<file path="config.mk">
export PLATFORM = sky130hd
export DESIGN_NAME = hazard_scoreboard_flat
export DESIGN_NICKNAME = d
export VERILOG_FILES = /design/src/rtl/hazard_scoreboard_if.sv /design/src/rtl/hazard_scoreboard.sv /design/src/flat_wrapper.sv
export SDC_FILE = /design/constraint.sdc
export NUM_CORES = 1
export LEC_CHECK = 0
export BUFFER_PORTS_ARGS = -buffer_cell sky130_fd_sc_hd__buf_4
export CAP_MARGIN = 30
export CORE_ASPECT_RATIO = 2
export CORE_MARGIN = 5
export CORE_UTILIZATION = 35
export DETAILED_ROUTE_END_ITERATION = 6
export PLACE_DENSITY_LB_ADDON = 0.08
export SKIP_CTS_REPAIR_TIMING = 1
export SYNTH_ARGS = -nofsm -noshare
export SYNTH_HDL_FRONTEND = slang
export SYNTH_SLANG_ARGS = --single-unit
</file>
<file path="constraint.sdc">
create_clock -name i_clk -period 6.3 [get_ports i_clk]
set_clock_uncertainty 0.1 [all_clocks]
set_input_delay 1.26 -clock i_clk [delete_from_list [all_inputs] [get_ports i_clk]]
set_output_delay 1.26 -clock i_clk [all_outputs]
set_load 0.005 [all_outputs]
</file>
<file path="src/rtl/hazard_scoreboard_if.sv">
// hazard_scoreboard_if: decode-side hazard signals between the pipeline and the hazard scoreboard
interface hazard_scoreboard_if #(
   parameter int CNT_W = 32,
   parameter int REG_AW = 5
);
   logic ID_insn_vld;
   logic [REG_AW-1:0] ID_rs1_addr;
   logic [REG_AW-1:0] ID_rs2_addr;
   logic ID_rs1_used;
   logic ID_rs2_used;
   logic [REG_AW-1:0] ID_rd_addr;
   logic ID_rd_wren;
   logic ID_mem_rden;
   logic EX_br_sel;
   logic [1:0] ID_forward_A;
   logic [1:0] ID_forward_B;
   logic o_stall;
   logic o_flush_IF;
   logic o_flush_ID;
   logic [CNT_W-1:0] o_stall_cnt;
   logic [CNT_W-1:0] o_flush_cnt;
   modport master (
      output ID_insn_vld, ID_rs1_addr, ID_rs2_addr, ID_rs1_used, ID_rs2_used,
      output ID_rd_addr, ID_rd_wren, ID_mem_rden, EX_br_sel,
      input ID_forward_A, ID_forward_B, o_stall, o_flush_IF, o_flush_ID, o_stall_cnt, o_flush_cnt
   );
   modport slave (
      input ID_insn_vld, ID_rs1_addr, ID_rs2_addr, ID_rs1_used, ID_rs2_used,
      input ID_rd_addr, ID_rd_wren, ID_mem_rden, EX_br_sel,
      output ID_forward_A, ID_forward_B, o_stall, o_flush_IF, o_flush_ID, o_stall_cnt, o_flush_cnt
   );
endinterface

</file>
<file path="src/rtl/hazard_scoreboard.sv">
// hazard_scoreboard: EX/MEM/WB destination scoreboard driving forwarding, load-use stall and branch flush
module hazard_scoreboard #(
   parameter int CNT_W = 32,
   parameter int REG_AW = 5
) (
   input logic i_clk,
   input logic i_rst,
   hazard_scoreboard_if.slave bus
);
   typedef struct packed {
      logic vld;
      logic [REG_AW-1:0] rd;
      logic wren;
      logic load;
   } slot_t;
   slot_t ex, mem, wb;
   logic ex_a, ex_b, mem_a, mem_b, wb_a, wb_b, stall;
   logic [CNT_W-1:0] stall_cnt, flush_cnt;
   function automatic logic hit(input slot_t s, input logic [REG_AW-1:0] r, input logic used);
      return s.vld & s.wren & (s.rd == r) & (|r) & used;
   endfunction
   always_comb begin
      ex_a = hit(ex, bus.ID_rs1_addr, bus.ID_rs1_used);
      ex_b = hit(ex, bus.ID_rs2_addr, bus.ID_rs2_used);
      mem_a = hit(mem, bus.ID_rs1_addr, bus.ID_rs1_used);
      mem_b = hit(mem, bus.ID_rs2_addr, bus.ID_rs2_used);
      wb_a = hit(wb, bus.ID_rs1_addr, bus.ID_rs1_used);
      wb_b = hit(wb, bus.ID_rs2_addr, bus.ID_rs2_used);
      stall = bus.ID_insn_vld & ex.load & (ex_a | ex_b) & ~bus.EX_br_sel;
      // a load in EX has no data yet, and the older MEM copy is stale, so it never forwards
      bus.ID_forward_A = (stall | (ex_a & ex.load)) ? 2'b00 : ex_a ? 2'b10 : mem_a ? 2'b01 : wb_a ? 2'b00 : 2'b00;
      bus.ID_forward_B = (stall | (ex_b & ex.load)) ? 2'b00 : ex_b ? 2'b10 : mem_b ? 2'b01 : wb_b ? 2'b00 : 2'b00;
      bus.o_stall = stall;
      bus.o_flush_IF = bus.EX_br_sel;
      bus.o_flush_ID = bus.EX_br_sel;
      bus.o_stall_cnt = stall_cnt;
      bus.o_flush_cnt = flush_cnt;
   end
   always_ff @(posedge i_clk) begin
      if (!i_rst) begin
         ex <= '0;
         mem <= '0;
         wb <= '0;
         stall_cnt <= '0;
         flush_cnt <= '0;
      end else begin
         ex <= (bus.ID_insn_vld & ~stall & ~bus.EX_br_sel) ? {1'b1, bus.ID_rd_addr, bus.ID_rd_wren, bus.ID_mem_rden} : '0;
         mem <= ex;
         wb <= mem;
         stall_cnt <= stall_cnt + CNT_W'(stall);
         flush_cnt <= flush_cnt + CNT_W'(bus.EX_br_sel);
      end
   end
endmodule

</file>
<file path="src/flat_wrapper.sv">
// flat-port wrapper written by rule: the top's interface ports become plain ports
module hazard_scoreboard_flat 
#(
   parameter int CNT_W = 32,
   parameter int REG_AW = 5
)
  (i_clk, i_rst, bus_ID_insn_vld, bus_ID_rs1_addr, bus_ID_rs2_addr, bus_ID_rs1_used, bus_ID_rs2_used, bus_ID_rd_addr, bus_ID_rd_wren, bus_ID_mem_rden, bus_EX_br_sel, bus_ID_forward_A, bus_ID_forward_B, bus_o_stall, bus_o_flush_IF, bus_o_flush_ID, bus_o_stall_cnt, bus_o_flush_cnt);
  hazard_scoreboard_if #(.CNT_W(CNT_W), .REG_AW(REG_AW)) bus_i ();
  input logic i_clk;
  input logic i_rst;
  input wire logic [$bits(bus_i.ID_insn_vld)-1:0] bus_ID_insn_vld;
  input wire logic [$bits(bus_i.ID_rs1_addr)-1:0] bus_ID_rs1_addr;
  input wire logic [$bits(bus_i.ID_rs2_addr)-1:0] bus_ID_rs2_addr;
  input wire logic [$bits(bus_i.ID_rs1_used)-1:0] bus_ID_rs1_used;
  input wire logic [$bits(bus_i.ID_rs2_used)-1:0] bus_ID_rs2_used;
  input wire logic [$bits(bus_i.ID_rd_addr)-1:0] bus_ID_rd_addr;
  input wire logic [$bits(bus_i.ID_rd_wren)-1:0] bus_ID_rd_wren;
  input wire logic [$bits(bus_i.ID_mem_rden)-1:0] bus_ID_mem_rden;
  input wire logic [$bits(bus_i.EX_br_sel)-1:0] bus_EX_br_sel;
  output wire logic [$bits(bus_i.ID_forward_A)-1:0] bus_ID_forward_A;
  output wire logic [$bits(bus_i.ID_forward_B)-1:0] bus_ID_forward_B;
  output wire logic [$bits(bus_i.o_stall)-1:0] bus_o_stall;
  output wire logic [$bits(bus_i.o_flush_IF)-1:0] bus_o_flush_IF;
  output wire logic [$bits(bus_i.o_flush_ID)-1:0] bus_o_flush_ID;
  output wire logic [$bits(bus_i.o_stall_cnt)-1:0] bus_o_stall_cnt;
  output wire logic [$bits(bus_i.o_flush_cnt)-1:0] bus_o_flush_cnt;
  assign bus_i.ID_insn_vld = bus_ID_insn_vld;
  assign bus_i.ID_rs1_addr = bus_ID_rs1_addr;
  assign bus_i.ID_rs2_addr = bus_ID_rs2_addr;
  assign bus_i.ID_rs1_used = bus_ID_rs1_used;
  assign bus_i.ID_rs2_used = bus_ID_rs2_used;
  assign bus_i.ID_rd_addr = bus_ID_rd_addr;
  assign bus_i.ID_rd_wren = bus_ID_rd_wren;
  assign bus_i.ID_mem_rden = bus_ID_mem_rden;
  assign bus_i.EX_br_sel = bus_EX_br_sel;
  assign bus_ID_forward_A = bus_i.ID_forward_A;
  assign bus_ID_forward_B = bus_i.ID_forward_B;
  assign bus_o_stall = bus_i.o_stall;
  assign bus_o_flush_IF = bus_i.o_flush_IF;
  assign bus_o_flush_ID = bus_i.o_flush_ID;
  assign bus_o_stall_cnt = bus_i.o_stall_cnt;
  assign bus_o_flush_cnt = bus_i.o_flush_cnt;
  hazard_scoreboard #(.CNT_W(CNT_W), .REG_AW(REG_AW)) u_core (.i_clk(i_clk), .i_rst(i_rst), .bus(bus_i));
endmodule
</file>
==> metrics.log, run 1 <==
[metrics] proportion of synthesized chip area in sequential cells: 0.427
[metrics] largest vdd supply drop: 0.161 mV
[metrics] number of distinct library cells after synthesis: 37
[metrics] first-pass GRT wire length: 14,700 um
[metrics] adder-cell share of the synthesized area: 0.0135
[metrics] Overflow after GRT: 0
[metrics] number of top-level pins: 94
[metrics] CTS Buffer Depth: 2
[metrics] Final setup viols: 0
[metrics] HP Start: u_core.bus.o_stall_cnt[31]$_SDFF_PN0_
[metrics] buffers and inverters on the worst path: 2
[metrics] number of nets in the layout: 512
[metrics] Post-Synth Simple-Gate Area: 0.321
[metrics] Chip Width: 82.8 um
[metrics] total cell area at the placement stage: 4510 um^2
[metrics] wl on met1: 3580 um
[metrics] Die Y: 156 um
[metrics] result of the run: finished, final reports clean
[metrics] maximum number of pins on one net before global-route repair: 74
[metrics] final RePlAce weighted congestion: 0.781
[metrics] ys async rst share: 0
[metrics] Achievable Freq: 227 MHz
[metrics] highest layer used for signal routing: met4
[metrics] WL final: 9150 um
[metrics] post-synthesis instance area: 3700 um^2
[metrics] unrepaired setup endpoints after global routing: false
[metrics] depth of the most critical reg-to-reg path: 11
[metrics] ratio of routed vias to standard cells: 4.89
[metrics] post-synth top area cell: dfxtp_1
[metrics] worst reg2reg path endpoint: u_core.bus.o_stall_cnt[22]$_SDFF_PN0_
[metrics] Final Hold Violating Endpoints: 0
[metrics] clock latency on the worst-skew pair: 0.33 ns
[metrics] cell chain of the critical path: buf_4, or4_4, o21ai_4, nor3_2, or4_1, a31oi_1, buf_4
[metrics] worst hold path type: flip-flop to flip-flop
[metrics] amount of wire on met2 after detailed routing: 4910 um
[metrics] most frequently used flop master after synthesis: dfxtp_1
[metrics] Slew headroom: 0.434
[metrics] clock sink count: 79
[metrics] endpoint with the worst hold slack: u_core.bus.o_stall_cnt[31]$_SDFF_PN0_
[metrics] cell with the largest stage delay on the worst path: or4_4
[metrics] register-to-register setup slack: 3.08 ns
[metrics] data arrival time of the critical path: 3.04 ns
[metrics] CTS buffer count: 9
[metrics] Max Cap Viol: 0
[metrics] final number of max-transition violations: 0
[metrics] Syn. warnings: 0
[metrics] worst path required time: 4.94 ns
[metrics] Critical Path End Type: output port
[metrics] fill count: 1,068
[metrics] logic depth of the worst path, buffers included: 7
[metrics] Synth area leaders: dfxtp_1 (43%), xnor2_1 (13%), and2_1 (10%), xor2_1 (3.8%), nand4_1 (3.7%)
[metrics] Synth Register Bits: 79
[metrics] commonest non-fill, non-tap cell in the layout: buf_4
[metrics] Layout Area Growth over Synthesis: 30.8%
[metrics] WHS Path Cells: 2
[metrics] count of antenna-violating nets left after detailed routing: 0
[metrics] startpoint of the worst register-to-register path: u_core.ex[3]$_SDFF_PN0_
[metrics] gate family responsible for the most delay along the worst path: simple AND/OR/NAND/NOR gates
[metrics] dominant combinational cell family by area after synthesis: simple AND/OR/NAND/NOR gates
[metrics] # DRC: 0
[metrics] syn_nets: 422
[metrics] leakage power of the design: 1.96 nW
[metrics] worst-margin pin slew: 0.843 ns
[metrics] slowest stage delay, CP: 0.54 ns
[metrics] proportion of synthesized area in mux cells: 0
[metrics] total negative setup slack: 0 ns
[metrics] number of global-route vias before repair: 3,047
[metrics] antenna fix cells: 0
[metrics] overall track demand over capacity in global routing: 0.148
[metrics] Clock transition at path regs: 0.06 ns
[metrics] wire per inst: 14.6 um
[metrics] router iterations before antenna repair: 4
[metrics] dominant cell type by count on the critical path: buf_4
[metrics] share of the synthesized area in compound gates (AO/OA/AOI/OAI): 0.0496
[metrics] Detail Route met3 WL: 449 um
[metrics] final worst-path cycle share: 0.698
[metrics] placeable core area: 10,500 um^2
[metrics] antenna violations before repair: 0
[metrics] number of enable flip-flop cells after synthesis: 0
[metrics] Worst Path Class, Setup: input pin to output port
[metrics] share of post-route cells with drive strength above 1: 0.243
[metrics] highest fanout seen on the critical path: 4
[metrics] die area: 12,900 um^2
[metrics] row count: 53
[metrics] mean instance size in the synthesized netlist: 9.38 um^2
[metrics] power density normalized to cell area: 231 nW/um^2
[metrics] buffer cell driving the clock tree root: clkbuf_16
[metrics] final worst path period need: 4.40 ns
[metrics] CTS HTree Levels: 3
[metrics] commonest non-fill, non-tap cells in the layout: buf_4 (93), dfxtp_1 (79), and2_1 (61), xnor2_1 (54), nand3_1 (25)
[metrics] total via count after detailed routing: 3,068
[metrics] synthesized-area fraction occupied by xor and xnor cells: 0.165
[metrics] type of origin of the critical path: input pin
[metrics] post-layout instance area: 4840 um^2
[metrics] number of design-rule violations left by the first detailed-router iteration: 85
[metrics] post-detail-place hpwl: 6850 um
[metrics] # port buffers: 93
[metrics] count of mapped cells out of synthesis: 395
[metrics] effective utilization at floorplan: 0.354
[metrics] TritonCTS clock tree: done
[metrics] proportion of netlist area held by the largest area contributor: 0.427
[worst register-to-register path, delay by kind of cell, from the launching register on]
kind / cells / cell delay [ns]
simple gates: 6 / 1.63
xor+xnor: 2 / 0.44
fa+ha+maj: 2 / 0.40
flops: 1 / 0.34
compound gates: 1 / 0.22
[power breakdown]
part | switching (mW) | internal (mW) | leakage (nW)
combinational | 0.0204 | 0.0224 | 1.17
sequential | 0.00343 | 0.503 | 0.637
clock | 0.212 | 0.360 | 0.155
[cells in the mapped netlist, types with 2 or more instances]
library cell / n
a21boi_0: 7
a31oi_1: 2
and2_1: 61
and3_1: 6
and4_1: 7
buf_4: 2
clkbuf_1: 11
dfxtp_1: 79
ha_1: 4
inv_1: 7
nand2_1: 20
nand3_1: 25
nand4_1: 22
nor2_1: 9
nor2b_1: 3
nor3_1: 6
nor3_2: 2
nor3b_1: 7
nor4_1: 10
o21a_1: 2
o21ai_0: 8
o21ai_4: 2
or3_1: 9
or4_1: 2
or4_4: 2
xnor2_1: 54
xor2_1: 16
[how the worst max path moves through the flow]
stage	startpoint	end	slack, ns
after CTS	bus_ID_rs2_addr[1]	bus_ID_forward_B[0]	1.91
after floorplan	bus_ID_rs1_addr[0]	bus_ID_forward_A[0]	2.27
after global placement	bus_ID_rs2_addr[1]	bus_ID_forward_B[0]	1.92
after detailed placement	bus_ID_rs2_addr[1]	bus_ID_forward_B[0]	1.92
after global routing	bus_ID_rs2_addr[1]	bus_ID_forward_B[0]	1.82
final	bus_ID_rs2_addr[1]	bus_ID_forward_B[0]	1.90
[per-layer routing]
metal,track usage,vias to the layer above
li1,-,1547
met1,0.162,1437
met2,0.263,70
met3,0.0348,14
met4,0.0616,0
met5,0,-
[sequential cells by signal (all words and copies together), names as in the netlist]
name                    count
u_core.bus.o_flush_cnt     32
u_core.bus.o_stall_cnt     32
u_core.ex                   8
u_core.mem                  7
[kinds of logic after synthesis]
group,count (synthesis)
buffers and inverters,21
and+or+nand+nor,196
AOI/OAI and AO/OA,25
xor gates and xnor gates,70
DFF,79
adders and majority gates,4
[metrics by stage]
stage	setup WS, ns	power (mW)	hold WS, ns	std cells	utilization
2_1_floorplan	2.27	0.538	0.352	395	-
3_3_place_gp	1.92	0.561	0.376	611	0.431
3_5_place_dp	1.92	0.561	0.382	611	0.431
4_1_cts	1.91	1.14	0.394	627	0.462
5_1_grt	1.82	1.17	0.421	627	0.462
6_report	1.90	1.12	0.394	627	0.462
[final cells by class]
cell class | count | area, um^2 | share of cell area
Tap cell | 137 | 171 | 0.0354
Timing Repair Buffer | 93 | 698 | 0.144
Clock inverter | 6 | 92.6 | 0.0191
Sequential cell | 79 | 1580 | 0.326
Inverter | 7 | 26.3 | 0.00542
Multi-Input combinational cell | 295 | 2040 | 0.420
Clock buffer | 10 | 239 | 0.0493
No activity file was read; power rests on OpenSTA's default activity.
==> run 2: changes to the inputs <==
--- a/config.mk
+++ b/config.mk
@@ -5,6 +5,7 @@
 export SDC_FILE = /design/constraint.sdc
 export NUM_CORES = 1
 export LEC_CHECK = 0
+export ABC_AREA = 1
 export BUFFER_PORTS_ARGS = -buffer_cell sky130_fd_sc_hd__buf_4
 export CAP_MARGIN = 30
 export CORE_ASPECT_RATIO = 2
==> constraint.sdc (replaced) <==
create_clock -name i_clk -period 4.15 [get_ports i_clk]
set_clock_uncertainty 0.1 [all_clocks]
set_input_delay 0.83 -clock i_clk [delete_from_list [all_inputs] [get_ports i_clk]]
set_output_delay 0.83 -clock i_clk [all_outputs]
set_load 0.005 [all_outputs]
==> metrics.log, run 2 <==
[metrics] number of enable flip-flop cells after synthesis: 0
[metrics] Syn. warnings: 0
[metrics] clock sink count: 79
[metrics] WHS Path Cells: 2
[metrics] final number of max-transition violations: 0
[metrics] overall track demand over capacity in global routing: 0.185
[metrics] placeable core area: 11,800 um^2
[metrics] worst reg2reg path endpoint: u_core.bus.o_stall_cnt[28]$_SDFF_PN0_
[metrics] effective utilization at floorplan: 0.359
[metrics] synthesized-area fraction occupied by xor and xnor cells: 0.0497
[metrics] Final Hold Violating Endpoints: 0
[metrics] leakage power of the design: 2.19 nW
[metrics] Clock transition at path regs: 0.06 ns
[metrics] cell with the largest stage delay on the worst path: o21ai_0
[metrics] antenna fix cells: 0
[metrics] Die Y: 165 um
[metrics] post-synth top area cell: dfxtp_1
[metrics] depth of the most critical reg-to-reg path: 15
[metrics] buffers and inverters on the worst path: 3
[metrics] Critical Path End Type: output port
[metrics] most frequently used flop master after synthesis: dfxtp_1
[metrics] endpoint with the worst hold slack: u_core.mem[7]$_SDFF_PN0_
[metrics] slowest stage delay, CP: 0.30 ns
[metrics] data arrival time of the critical path: 2.03 ns
[metrics] share of the synthesized area in compound gates (AO/OA/AOI/OAI): 0.0862
[metrics] register-to-register setup slack: 1.48 ns
[metrics] buffer cell driving the clock tree root: clkbuf_16
[metrics] Layout Area Growth over Synthesis: 28.1%
[metrics] proportion of synthesized area in mux cells: 0
[metrics] Slew headroom: 0.541
[metrics] Worst Path Class, Setup: input pin to output port
[metrics] # port buffers: 93
[metrics] result of the run: finished, final reports clean
[metrics] total negative setup slack: 0 ns
[metrics] Post-Synth Simple-Gate Area: 0.388
[metrics] Synth Register Bits: 79
[metrics] row count: 56
[metrics] mean instance size in the synthesized netlist: 6.65 um^2
[metrics] syn_nets: 662
[metrics] worst hold path type: flip-flop to flip-flop
[metrics] proportion of netlist area held by the largest area contributor: 0.374
[metrics] number of top-level pins: 94
[metrics] dominant cell type by count on the critical path: nor2_1
[metrics] WL final: 13,000 um
[metrics] Achievable Freq: 338 MHz
[metrics] count of mapped cells out of synthesis: 635
[metrics] final worst-path cycle share: 0.713
[metrics] minimum setup slack in the final design: 1.19 ns
[metrics] minimum setup slack after placement: 0.864 ns
[metrics] unrepaired setup endpoints after global routing: false
[metrics] maximum number of pins on one net before global-route repair: 38
[metrics] count of antenna-violating nets left after detailed routing: 0
[metrics] cell chain of the critical path: buf_4, inv_1, nor2_1, nor2_1, nand2_1, nor2_1, nand3_1, o21ai_0, nor2_1, buf_4
[metrics] total cell area at the placement stage: 5070 um^2
[metrics] start point of the critical path: bus_ID_rs1_addr[3]
[metrics] Overflow after GRT: 0
[metrics] type of origin of the critical path: input pin
[metrics] most used standard cells in the synthesized netlist: nand2_1 (158), nor2_1 (103), inv_1 (84)
[metrics] largest vdd supply drop: 0.236 mV
[metrics] fill count: 1,236
[metrics] final RePlAce weighted congestion: 0.877
[metrics] ratio of routed vias to standard cells: 4.78
[metrics] Synth area leaders: dfxtp_1 (37%), nand2_1 (14%), nor2_1 (9.2%), inv_1 (7.5%), a21oi_1 (4.7%)
[metrics] total via count after detailed routing: 4,207
[metrics] highest fanout seen on the critical path: 6
[metrics] proportion of synthesized chip area in sequential cells: 0.374
[metrics] most instantiated library cell after synthesis: nand2_1
[metrics] router iterations before antenna repair: 4
[metrics] number of global-route vias before repair: 4,288
[metrics] post-detail-place hpwl: 10,600 um
[metrics] adder-cell share of the synthesized area: 0.0118
[metrics] dominant combinational cell family by area after synthesis: simple AND/OR/NAND/NOR gates
[metrics] wire per inst: 14.8 um
[metrics] Final setup viols: 0
[metrics] CTS HTree Levels: 3
[metrics] number of distinct library cells after synthesis: 34
[metrics] # DRC: 0
[metrics] worst path required time: 3.22 ns
[metrics] Chip Width: 87.7 um
[metrics] fraction of the core area covered by cells at the end of the flow: 0.460
[metrics] Max Cap Viol: 0
[metrics] commonest non-fill, non-tap cells in the layout: nand2_1 (158), nor2_1 (103), buf_4 (94), inv_1 (84), dfxtp_1 (79)
[metrics] antenna violations before repair: 0
[metrics] post-synthesis instance area: 4230 um^2
[metrics] power density normalized to cell area: 321 nW/um^2
[metrics] share of post-route cells with drive strength above 1: 0.209
[metrics] CTS buffer count: 9
[metrics] startpoint of the worst register-to-register path: u_core.ex[1]$_SDFF_PN0_
[metrics] clock latency on the worst-skew pair: 0.33 ns
[metrics] HP Start: u_core.ex[7]$_SDFF_PN0_
[metrics] CTS Buffer Depth: 2
[metrics] TritonCTS clock tree: done
[metrics] gate family responsible for the most delay along the worst path: simple AND/OR/NAND/NOR gates
[metrics] number of design-rule violations left by the first detailed-router iteration: 138
[metrics] die area: 14,500 um^2
[metrics] commonest non-fill, non-tap cell in the layout: nand2_1
[metrics] number of nets in the layout: 758
[metrics] worst-margin pin slew: 0.683 ns
[metrics] final worst path period need: 2.96 ns
[metrics] post-layout instance area: 5410 um^2
[metrics] ys async rst share: 0
[metrics] first-pass GRT wire length: 20,300 um
-- run 2: cell count changes after synthesis, sizes merged, moves of 41 or more --
cell | before | now
nand2 | 20 | 168
nor2 | 9 | 117
inv | 7 | 89
and2 | 61 | 0
a21oi | 1 | 42
xnor2 | 54 | 13
-- run 2: cell type report --
type / count / area (um^2) / area share
clock inverter: 4 / 76.3 / 0.0141
inverter: 90 / 338 / 0.0624
timing repair buffer: 94 / 706 / 0.130
sequential: 79 / 1580 / 0.292
tap: 145 / 181 / 0.0335
multi-input combinational: 457 / 2260 / 0.418
clock buffer: 12 / 267 / 0.0492
-- run 2: kinds of logic (layout without fill, tap and decap cells) --
family,after synthesis,count (layout)
buffers and inverters,99,200
XOR/XNOR,24,24
AO/OA/AOI/OAI,69,69
flip-flops,79,79
AND/OR/NAND/NOR,360,360
adder cells (fa/ha/maj),4,4
-- run 2: tightest hold or removal path, cell delays in order, from the launching register on --
cell and delay, ns:
dfxtp_1 0.31, nand2_1 0.05, inv_1 0.03
-- run 2: power breakdown --
part	switching, mW	internal (mW)
Sequential	0.00464	0.764
Combinational	0.0401	0.0335
Clock	0.316	0.577
-- run 2: how the worst max path moves through the flow --
stage	slack (ns)	to	cells past startpoint
3_5_place_dp	0.86	u_core.bus.o_stall_cnt[28]$_SDFF_PN0_	17
6_report	1.19	bus_ID_forward_B[1]	10
4_1_cts	1.19	bus_ID_forward_B[0]	10
3_3_place_gp	0.93	u_core.bus.o_stall_cnt[28]$_SDFF_PN0_	17
2_1_floorplan	1.28	u_core.bus.o_stall_cnt[18]$_SDFF_PN0_	16
5_1_grt	0.88	u_core.bus.o_stall_cnt[28]$_SDFF_PN0_	17
-- run 2: per-layer routing --
metal  track usage  vias up  share of wire
li1              -     2180              -
met1         0.162     1892           0.33
met2         0.367       95           0.57
met3        0.0367       40          0.041
met4         0.108        0          0.055
met5             0        -              0
-- run 2: per-stage QoR --
step | std cells | total power [mW] | hold WS, ns
after global routing | 881 | 1.80 | 0.363
after detailed placement | 865 | 0.860 | 0.327
after floorplan | 635 | 0.825 | 0.307
final | 881 | 1.74 | 0.332
after CTS | 881 | 1.76 | 0.338
after global placement | 865 | 0.859 | 0.310
